`src/rtl/uart_mem_loader.sv`:
```
// UART-driven memory bus initiator: parses 'W'/'R' frames and performs one SRAM
// word access per frame on the shared sram_ctrl port, answering over the UART TX path.
module uart_mem_loader #(
  parameter int unsigned ACCESS_CYCLES  = 2,
  parameter int unsigned TIMEOUT_CYCLES = 500000
) (
  input  logic        clk,
  input  logic        rst,
  input  logic [7:0]  rx_data_i,
  input  logic        rx_valid_i,
  output logic [7:0]  tx_data_o,
  output logic        tx_valid_o,
  input  logic        tx_ready_i,
  output logic        bus_req_o,
  input  logic        bus_gnt_i,
  output logic        busy_o,
  output logic [31:0] mem_addr_o,
  output logic [31:0] mem_data_o,
  input  logic [31:0] mem_data_i,
  output logic        mem_ce_n,
  output logic        mem_oe_n,
  output logic        mem_we_n,
  output logic [3:0]  mem_be_n
);

  localparam int unsigned ToW  = $clog2(TIMEOUT_CYCLES + 1);
  localparam int unsigned AccW = $clog2(ACCESS_CYCLES + 1);

  localparam logic [7:0] OpWrite = 8'h57;
  localparam logic [7:0] OpRead  = 8'h52;
  localparam logic [7:0] RspAck  = 8'h06;
  localparam logic [7:0] RspNak  = 8'h15;

  typedef enum logic [2:0] {
    StIdle, StNak, StAddr, StData, StReq, StAccess, StRecover, StResp
  } state_e;

  state_e          state_q, state_d;
  logic            is_wr_q, is_wr_d;
  logic [1:0]      byte_cnt_q, byte_cnt_d;
  logic [31:0]     addr_q, addr_d;
  logic [31:0]     data_q, data_d;
  logic [31:0]     rdata_q, rdata_d;
  logic [AccW-1:0] acc_cnt_q, acc_cnt_d;
  logic [ToW-1:0]  to_cnt_q, to_cnt_d;

  assign mem_addr_o = {addr_q[31:2], 2'b00};
  assign mem_data_o = data_q;

  always_comb begin
    state_d    = state_q;
    is_wr_d    = is_wr_q;
    byte_cnt_d = byte_cnt_q;
    addr_d     = addr_q;
    data_d     = data_q;
    rdata_d    = rdata_q;
    acc_cnt_d  = acc_cnt_q;
    to_cnt_d   = to_cnt_q;
    tx_data_o  = 8'h00;
    tx_valid_o = 1'b0;
    bus_req_o  = 1'b0;
    busy_o     = 1'b0;
    mem_ce_n   = 1'b1;
    mem_oe_n   = 1'b1;
    mem_we_n   = 1'b1;
    mem_be_n   = 4'hF;

    unique case (state_q)
      StIdle: begin
        if (rx_valid_i) begin
          if (rx_data_i == OpWrite || rx_data_i == OpRead) begin
            is_wr_d    = (rx_data_i == OpWrite);
            byte_cnt_d = 2'd0;
            to_cnt_d   = '0;
            state_d    = StAddr;
          end else begin
            state_d = StNak;
          end
        end
      end

      StNak: begin
        tx_valid_o = 1'b1;
        tx_data_o  = RspNak;
        if (tx_ready_i) state_d = StIdle;
      end

      StAddr, StData: begin
        busy_o = 1'b1;
        if (rx_valid_i) begin
          to_cnt_d   = '0;
          byte_cnt_d = byte_cnt_q + 2'd1;
          // Shift in from the top so the first (LSB) byte ends up in [7:0].
          if (state_q == StAddr) addr_d = {rx_data_i, addr_q[31:8]};
          else                   data_d = {rx_data_i, data_q[31:8]};
          if (byte_cnt_q == 2'd3) begin
            state_d = (state_q == StAddr && is_wr_q) ? StData : StReq;
          end
        end else if (to_cnt_q == ToW'(TIMEOUT_CYCLES - 1)) begin
          state_d = StIdle;
        end else begin
          to_cnt_d = to_cnt_q + ToW'(1);
        end
      end

      StReq: begin
        busy_o    = 1'b1;
        bus_req_o = 1'b1;
        if (bus_gnt_i) begin
          acc_cnt_d = '0;
          state_d   = StAccess;
        end
      end

      StAccess: begin
        busy_o    = 1'b1;
        bus_req_o = 1'b1;
        mem_ce_n  = 1'b0;
        mem_be_n  = 4'h0;
        mem_we_n  = ~is_wr_q;
        mem_oe_n  = is_wr_q;
        // Grant is not re-checked: once started the access always completes.
        if (acc_cnt_q == AccW'(ACCESS_CYCLES - 1)) begin
          if (!is_wr_q) rdata_d = mem_data_i;
          state_d = StRecover;
        end else begin
          acc_cnt_d = acc_cnt_q + AccW'(1);
        end
      end

      StRecover: begin
        busy_o     = 1'b1;
        byte_cnt_d = 2'd0;
        state_d    = StResp;
      end

      StResp: begin
        busy_o     = 1'b1;
        tx_valid_o = 1'b1;
        tx_data_o  = is_wr_q ? RspAck : rdata_q[8*byte_cnt_q +: 8];
        if (tx_ready_i) begin
          if (is_wr_q || byte_cnt_q == 2'd3) state_d = StIdle;
          else byte_cnt_d = byte_cnt_q + 2'd1;
        end
      end

      default: state_d = StIdle;
    endcase
  end

  always_ff @(posedge clk) begin
    if (rst) begin
      state_q    <= StIdle;
      is_wr_q    <= 1'b0;
      byte_cnt_q <= 2'd0;
      addr_q     <= '0;
      data_q     <= '0;
      rdata_q    <= '0;
      acc_cnt_q  <= '0;
      to_cnt_q   <= '0;
    end else begin
      state_q    <= state_d;
      is_wr_q    <= is_wr_d;
      byte_cnt_q <= byte_cnt_d;
      addr_q     <= addr_d;
      data_q     <= data_d;
      rdata_q    <= rdata_d;
      acc_cnt_q  <= acc_cnt_d;
      to_cnt_q   <= to_cnt_d;
    end
  end

endmodule
```
`config.mk`:
```
export PLATFORM = sky130hd
export DESIGN_NAME = uart_mem_loader
export DESIGN_NICKNAME = d
export VERILOG_FILES = /design/src/rtl/uart_mem_loader.sv
export SDC_FILE = /design/constraint.sdc
export NUM_CORES = 1
export LEC_CHECK = 0
export CAP_MARGIN = 10
export CORE_MARGIN = 2
export CORE_UTILIZATION = 50
export DETAILED_ROUTE_END_ITERATION = 12
export MAX_ROUTING_LAYER = met4
export PLACE_DENSITY = 0.87
export RECOVER_POWER = 50
export SLEW_MARGIN = 25
export SYNTH_ARGS = -nofsm -noshare
export SYNTH_HDL_FRONTEND = slang
export SYNTH_SLANG_ARGS = --single-unit
```
`constraint.sdc`:
```
create_clock -name clk -period 2.4 [get_ports clk]
set_input_delay 0.6 -clock clk [delete_from_list [all_inputs] [get_ports clk]]
set_output_delay 0.6 -clock clk [all_outputs]
set_load 0.02 [all_outputs]
```
Word-level counts from Yosys, hierarchy flattened
Index checks and enable logic that the tools add are counted.
- equality and inequality tests: 25
- shift operators: 1
- add/subtract/negate cells: 3
- multiplexer cells: 35
- bitwise operators: 2
- reduce and logical (&&, ||, !) cells: 19
- operators with widths (operator ; number):
    two-way mux 19 bit ; 4
    case mux 19 bit (2 select lines) ; 1
    variable part select 32 x 6 -> 8 bit ; 1
    two-way mux 3 bit ; 10
    case mux 3 bit (7 select lines) ; 1
    inequality test 2 bit, second input constant ; 10
    adder 19 x 1 -> 19 bit, second input constant ; 1
    == test 19 bit, second input constant ; 1
    == test 8 x 7 -> 1 bit, second input constant ; 2
    two-way mux 2 bit ; 8
    case mux 8 bit (2 select lines) ; 1
    AND reduction 3 bit ; 5
    == test 3 bit, second input constant ; 4
    inequality test 3 bit, second input constant ; 3
    two-way mux 8 bit ; 1
    case mux 2 bit (4 select lines) ; 1
    AND reduction 8 bit ; 1
    == test 3 x 2 -> 1 bit, second input constant ; 2
    two-way mux 1 bit ; 6
    AND reduction 6 bit ; 1
    OR reduction 2 bit ; 3
    OR reduction 6 bit ; 1
    adder 2 x 1 -> 2 bit, second input constant ; 2
    two-way mux 4 bit ; 1
    11 further kinds ; 14
- flip-flop bits (word level): 123
- input port bits: 45
- logic and storage cells: 93

Longest topological paths before layout
- depth in word-level cells: 6
- mapped depth: 8
- depth with buffers taken out: 7

Worst setup path after synthesis
Ideal clock, no wire load.
- path kind: input to register
- start: input rx_data_i[3]
- end: register to_cnt_q[12]
- path buffers: 2
- setup time: 0.120 ns
- arrival time: 2.101 ns
- data required time: 2.280 ns
- setup slack: 0.179 ns
- cell stages on the path: 7
- cell sequence: and4bb_1 > nand2_1 > or4_4 > buf_6 > and3_4 > buf_6 > a211o_1
- longest elaborated chain between the ends: 4
- elaborated cells on any way between the ends: 5
- those cells by class: 3 x eq/ne; 2 x reduce/logical
- ends and longest elaborated chain (item ; line ; source):
    from (decl) ; 9 ; input logic [7:0] rx_data_i,
    == test 8 x 7 -> 1 bit ; 71 ; if (rx_data_i == OpWrite || rx_data_i == OpRead) begin
    logical OR 1 bit (*) ; 71 ;
    inequality test 2 bit (no line) (*) ; n/a ;
    AND reduction 4 bit (no line) (*) ; n/a ;
    to (signal assigned) ; 169 ; to_cnt_q <= to_cnt_d;
    to (decl) ; 45 ; logic [ToW-1:0] to_cnt_q, to_cnt_d;
Every way passes the cells marked *; elsewhere a longest branch is shown, timed or not.
A chain may end at the register's enable or synchronous reset.

Worst setup path in the final report
- start: register byte_cnt_q[0]
- end: output tx_data_o[3]
- longest elaborated chain between the ends: 3
- ends and longest elaborated chain (item ; line ; source):
    from (decl) ; 40 ; logic [1:0] byte_cnt_q, byte_cnt_d;
    from (signal assigned) ; 164 ; byte_cnt_q <= byte_cnt_d;
    variable part select 32 x 6 -> 8 bit ; 140 ; tx_data_o = is_wr_q ? RspAck : rdata_q[8*byte_cnt_q +: 8];
    two-way mux 8 bit ; 140 ;
    case mux 8 bit (2 select lines) ; 68 ; unique case (state_q)
    to (decl) ; 11 ; output logic [7:0] tx_data_o,
Every way passes these cells.

==> results by group <==
Finish
  • Fraction of layout instances using a drive strength above 1: about 14%
  • Area of all sequential standard cells: approximately 0.0024 mm²
  • Number of antenna cells inserted: 0
  • Most common cell after layout, fill and taps aside: nand2_1
  • Non-filler cells, final: 950
  • Combined area of the multi-input logic cells: around 0.0026 mm²
  • Total of fill cells in the finished design: 746
  • Layout net count: about 850
  • Post-layout instance area: roughly 0.0074 mm²
  • Commonest non-fill, non-tap cells in the layout: nand2_1 (213), dfxtp_1 (118), a21oi_1 (106), clkdlybuf4s50_1 (104), buf_4 (39)
  • Area growth from synthesis to final layout: 40.0%
  • Util after Layout: approximately 70%

CTS
  • TritonCTS Buffers: 17
  • Clock Tree Root: clkbuf_8
  • CTS Buffer Depth: 2
  • Clock tree from TritonCTS: yes
  • Htree depth: 4
  • Clock latency on the worst-skew pair: ~0.5 ns
  • Clock Pin Slew Worst Setup and Hold Paths: around 0.060 ns
  • Number of sinks driven by the clock tree: between 100 and 150

Critical path
  • Crit-path max FO: 8
  • CP endpoint kind: output port
  • Launch point of the worst reg-to-reg path: to_cnt_q[0]
  • Worst path required time: roughly 1.8 ns
  • FF-to-FF path depth: 6
  • Critical path, cell by cell: buf_6 > mux4_2 > nor2b_2 > buf_4
  • Critical Path Start Type: flop
  • Worst reg2reg setup slack: approximately 0.2 ns
  • Kind of critical path: reg -> out
  • Reg-to-Reg End: to_cnt_q[16]
  • Slowest CP cell: mux4_2
  • Worst setup startpoint: byte_cnt_q[0]
  • Slowest stage delay, CP: 0.51 ns
  • Crit path arrival time: between 1.5 and 2 ns

Synthesis
  • Mapped Cells: approximately 670
  • Number of storage elements in the synthesis netlist: ~120
  • Number of enable-type register cells in the synthesized netlist: 0
  • Part of the Yosys area used for sequential elements: between 40% and 50%
  • FFs w/ async S/R, synth: 0%
  • Synth cell types: a little over 60
  • Synthesized area per cell: approximately 7.9 µm²
  • Warning count from the yosys run: 0
  • Prevailing post-synth register cell: dfxtp_1
  • Post-synthesis instance area: around 0.0053 mm²

STA
  • Crit share post-route: 101%
  • Min setup slack post-route: -0.0228 ns
  • Setup_tns: -0.0765 ns
  • Max-slew violation total from the final report: 0
  • Final hold violation count: 0
  • Setup repair after global routing missed its margin: true
  • Worst-margin pin slew: approximately 0.66 ns
  • Max Fclk: 413 MHz
  • Worst relative slew slack: between 50 and 60%
  • Worst clock skew: 0.00770 ns
  • Crit path time final: around 2.4 ns
  • Setup violations, final: 4

Flow run
  • Number of maximum-capacitance constraint violations: 0

Routing
  • Total wire length after detailed routing: ~15 mm
  • Average via count per standard cell: approximately 5.6
  • Average detailed-routed wire length per instance: between 15 and 20 µm
  • Antenna-violating nets left: 0
  • Router iterations before antenna repair: 6
  • Number of remaining DRC errors: 0
  • Vias: between 5,000 and 6,000
  • Starting DRC count in detailed routing: between 300 and 400

Global route
  • Antenna violations before repair: 0
  • Total routing usage reported by global routing: between 20% and 30%
  • Pin count of the biggest net entering global routing: 68
  • Via count of the first global-routing pass: 5,130
  • Remaining Overflow, GRT: 0
  • First-pass GRT wire length: about 24 mm

Die
  • Overall die width: 107 µm
  • Ports placed on the boundary: 127
  • Initial cell density of the core: about half
  • Die Area: approximately 0.011 mm²
  • Die span in y: about 110 µm
  • Site Rows: 37
  • Placeable core region: slightly above 0.01 mm²

Placement
  • Gpl congestion: between 0.8 and 0.9
  • Pre-CTS setup slack: -0.218 ns
  • Cell area after placement: around 0.0068 mm²
  • Count of placed standard cells including taps: 915
  • Number of buffer cells added on primary ports: 124
  • Half-perimeter wire length after detailed placement: 9.77 mm

Min path
  • Worst Hold Class: in -> reg
  • Endpoint of the worst hold-timing path: to_cnt_q[2]
  • Cell depth of the worst hold path: 2
  • Critical hold path startpoint: rst

Outcome
  • Result of the run: complete, but fails checks
  • Violations in the final reports: negative setup slack

Pwr
  • Worst ir drop on vdd: around 510 µV
  • Ratio of total power to cell area: 659 mW/mm²
  • P_leak: about 2.6 nW
## worst max-delay path by stage
stage	end	slack, ns	cells past startpoint
3_3_place_gp	to_cnt_q[15]	-0.17	6
6_report	tx_data_o[3]	-0.02	4
4_1_cts	tx_data_o[2]	-0.07	5
3_5_place_dp	to_cnt_q[17]	-0.22	6
2_1_floorplan	to_cnt_q[12]	0.18	7
5_1_grt	tx_data_o[4]	-0.09	5
## where the power goes
group          leakage, nW  internal [mW]  total [mW]  switching [mW]
sequential           0.976           2.01        2.01         0.00216
clock                0.291           1.64        2.59           0.946
combinational         1.36          0.119       0.250           0.131
## state kept, by name (all words and copies together) (netlist names)
register / count
rdata_q: 32
to_cnt_q: 19
is_wr_q: 1
state_q: 3
byte_cnt_q: 2
mem_data_o: 32
acc_cnt_q: 2
addr_q: 30
## kinds of logic after synthesis
kind of cell               Yosys count  share of synthesized area, %
DFF                                121                          46.0
xor gates and xnor gates             2                         0.333
buffers and inverters               67                          5.56
and+or+nand+nor                    304                          25.6
AOI/OAI and AO/OA                  157                          17.3
other                                1                        0.0713
muxes                               13                          4.38
adders and majority gates            3                         0.714
## Yosys cell counts (3+ instances only)
cell type    n  share of area [%]
nand2b_1     3               0.36
mux4_2       8                3.4
buf_2        3               0.29
nand3_1     11                1.0
a211o_1      4               0.67
nor2b_1      6               0.71
nor2_1      18                1.3
inv_1        9               0.64
nor3_1       9               0.86
and2_1       3               0.36
a31oi_1      6               0.71
dfxtp_1    121                 46
and3_1       7               0.83
a21oi_1    106                 10
nor3b_1      3               0.43
a311oi_1     3               0.50
o21ai_0      6               0.57
ha_1         3               0.71
buf_4        6               0.86
and4_1       6                1.0
nand2_1    214                 15
mux2i_1      5               0.95
o21ai_1      4               0.38
clkbuf_1    43                3.1
nand4_1      8               0.95
o31ai_1      4               0.57
## per-stage QoR
stage	hold slack (ns)	total power [mW]
floorplan	0.433	2.17
global placement	0.440	2.31
detailed placement	0.446	2.31
CTS	0.343	4.87
global route	0.363	4.99
finish	0.363	4.85
## worst max-delay path, delay by kind of cell, from the launching register on
kind / cells / cell delay, ns
DFF: 1 / 0.33
buffers and inverters: 2 / 0.30
and+or+nand+nor: 1 / 0.17
muxes: 1 / 0.51
## repair_timing
item,4_1_cts,5_1_grt
pin swaps,2,1
resized for setup,67,9
endpoints found under the setup margin,18,14
hold buffers,0,0
buffers inserted,2,1
## layer usage
| layer | part of all wire (%) | GRT usage, % |
|---|---|---|
| met2 | 50 | 43.6 |
| met3 | 6.7 | 6.63 |
| met5 | 0 | - |
| met4 | 2.8 | 12.0 |
| met1 | 41 | 32.9 |
## final cells by class
cell class              count  area share [%]
multi-input cells         481            34.8
clock buffers              19            5.99
flip-flops and latches    121            33.0
well taps                 136            2.31
repair buffers            168            21.0
inverters                  12           0.611
clock inverters            13            2.26
(Power assumes the default switching activity.)
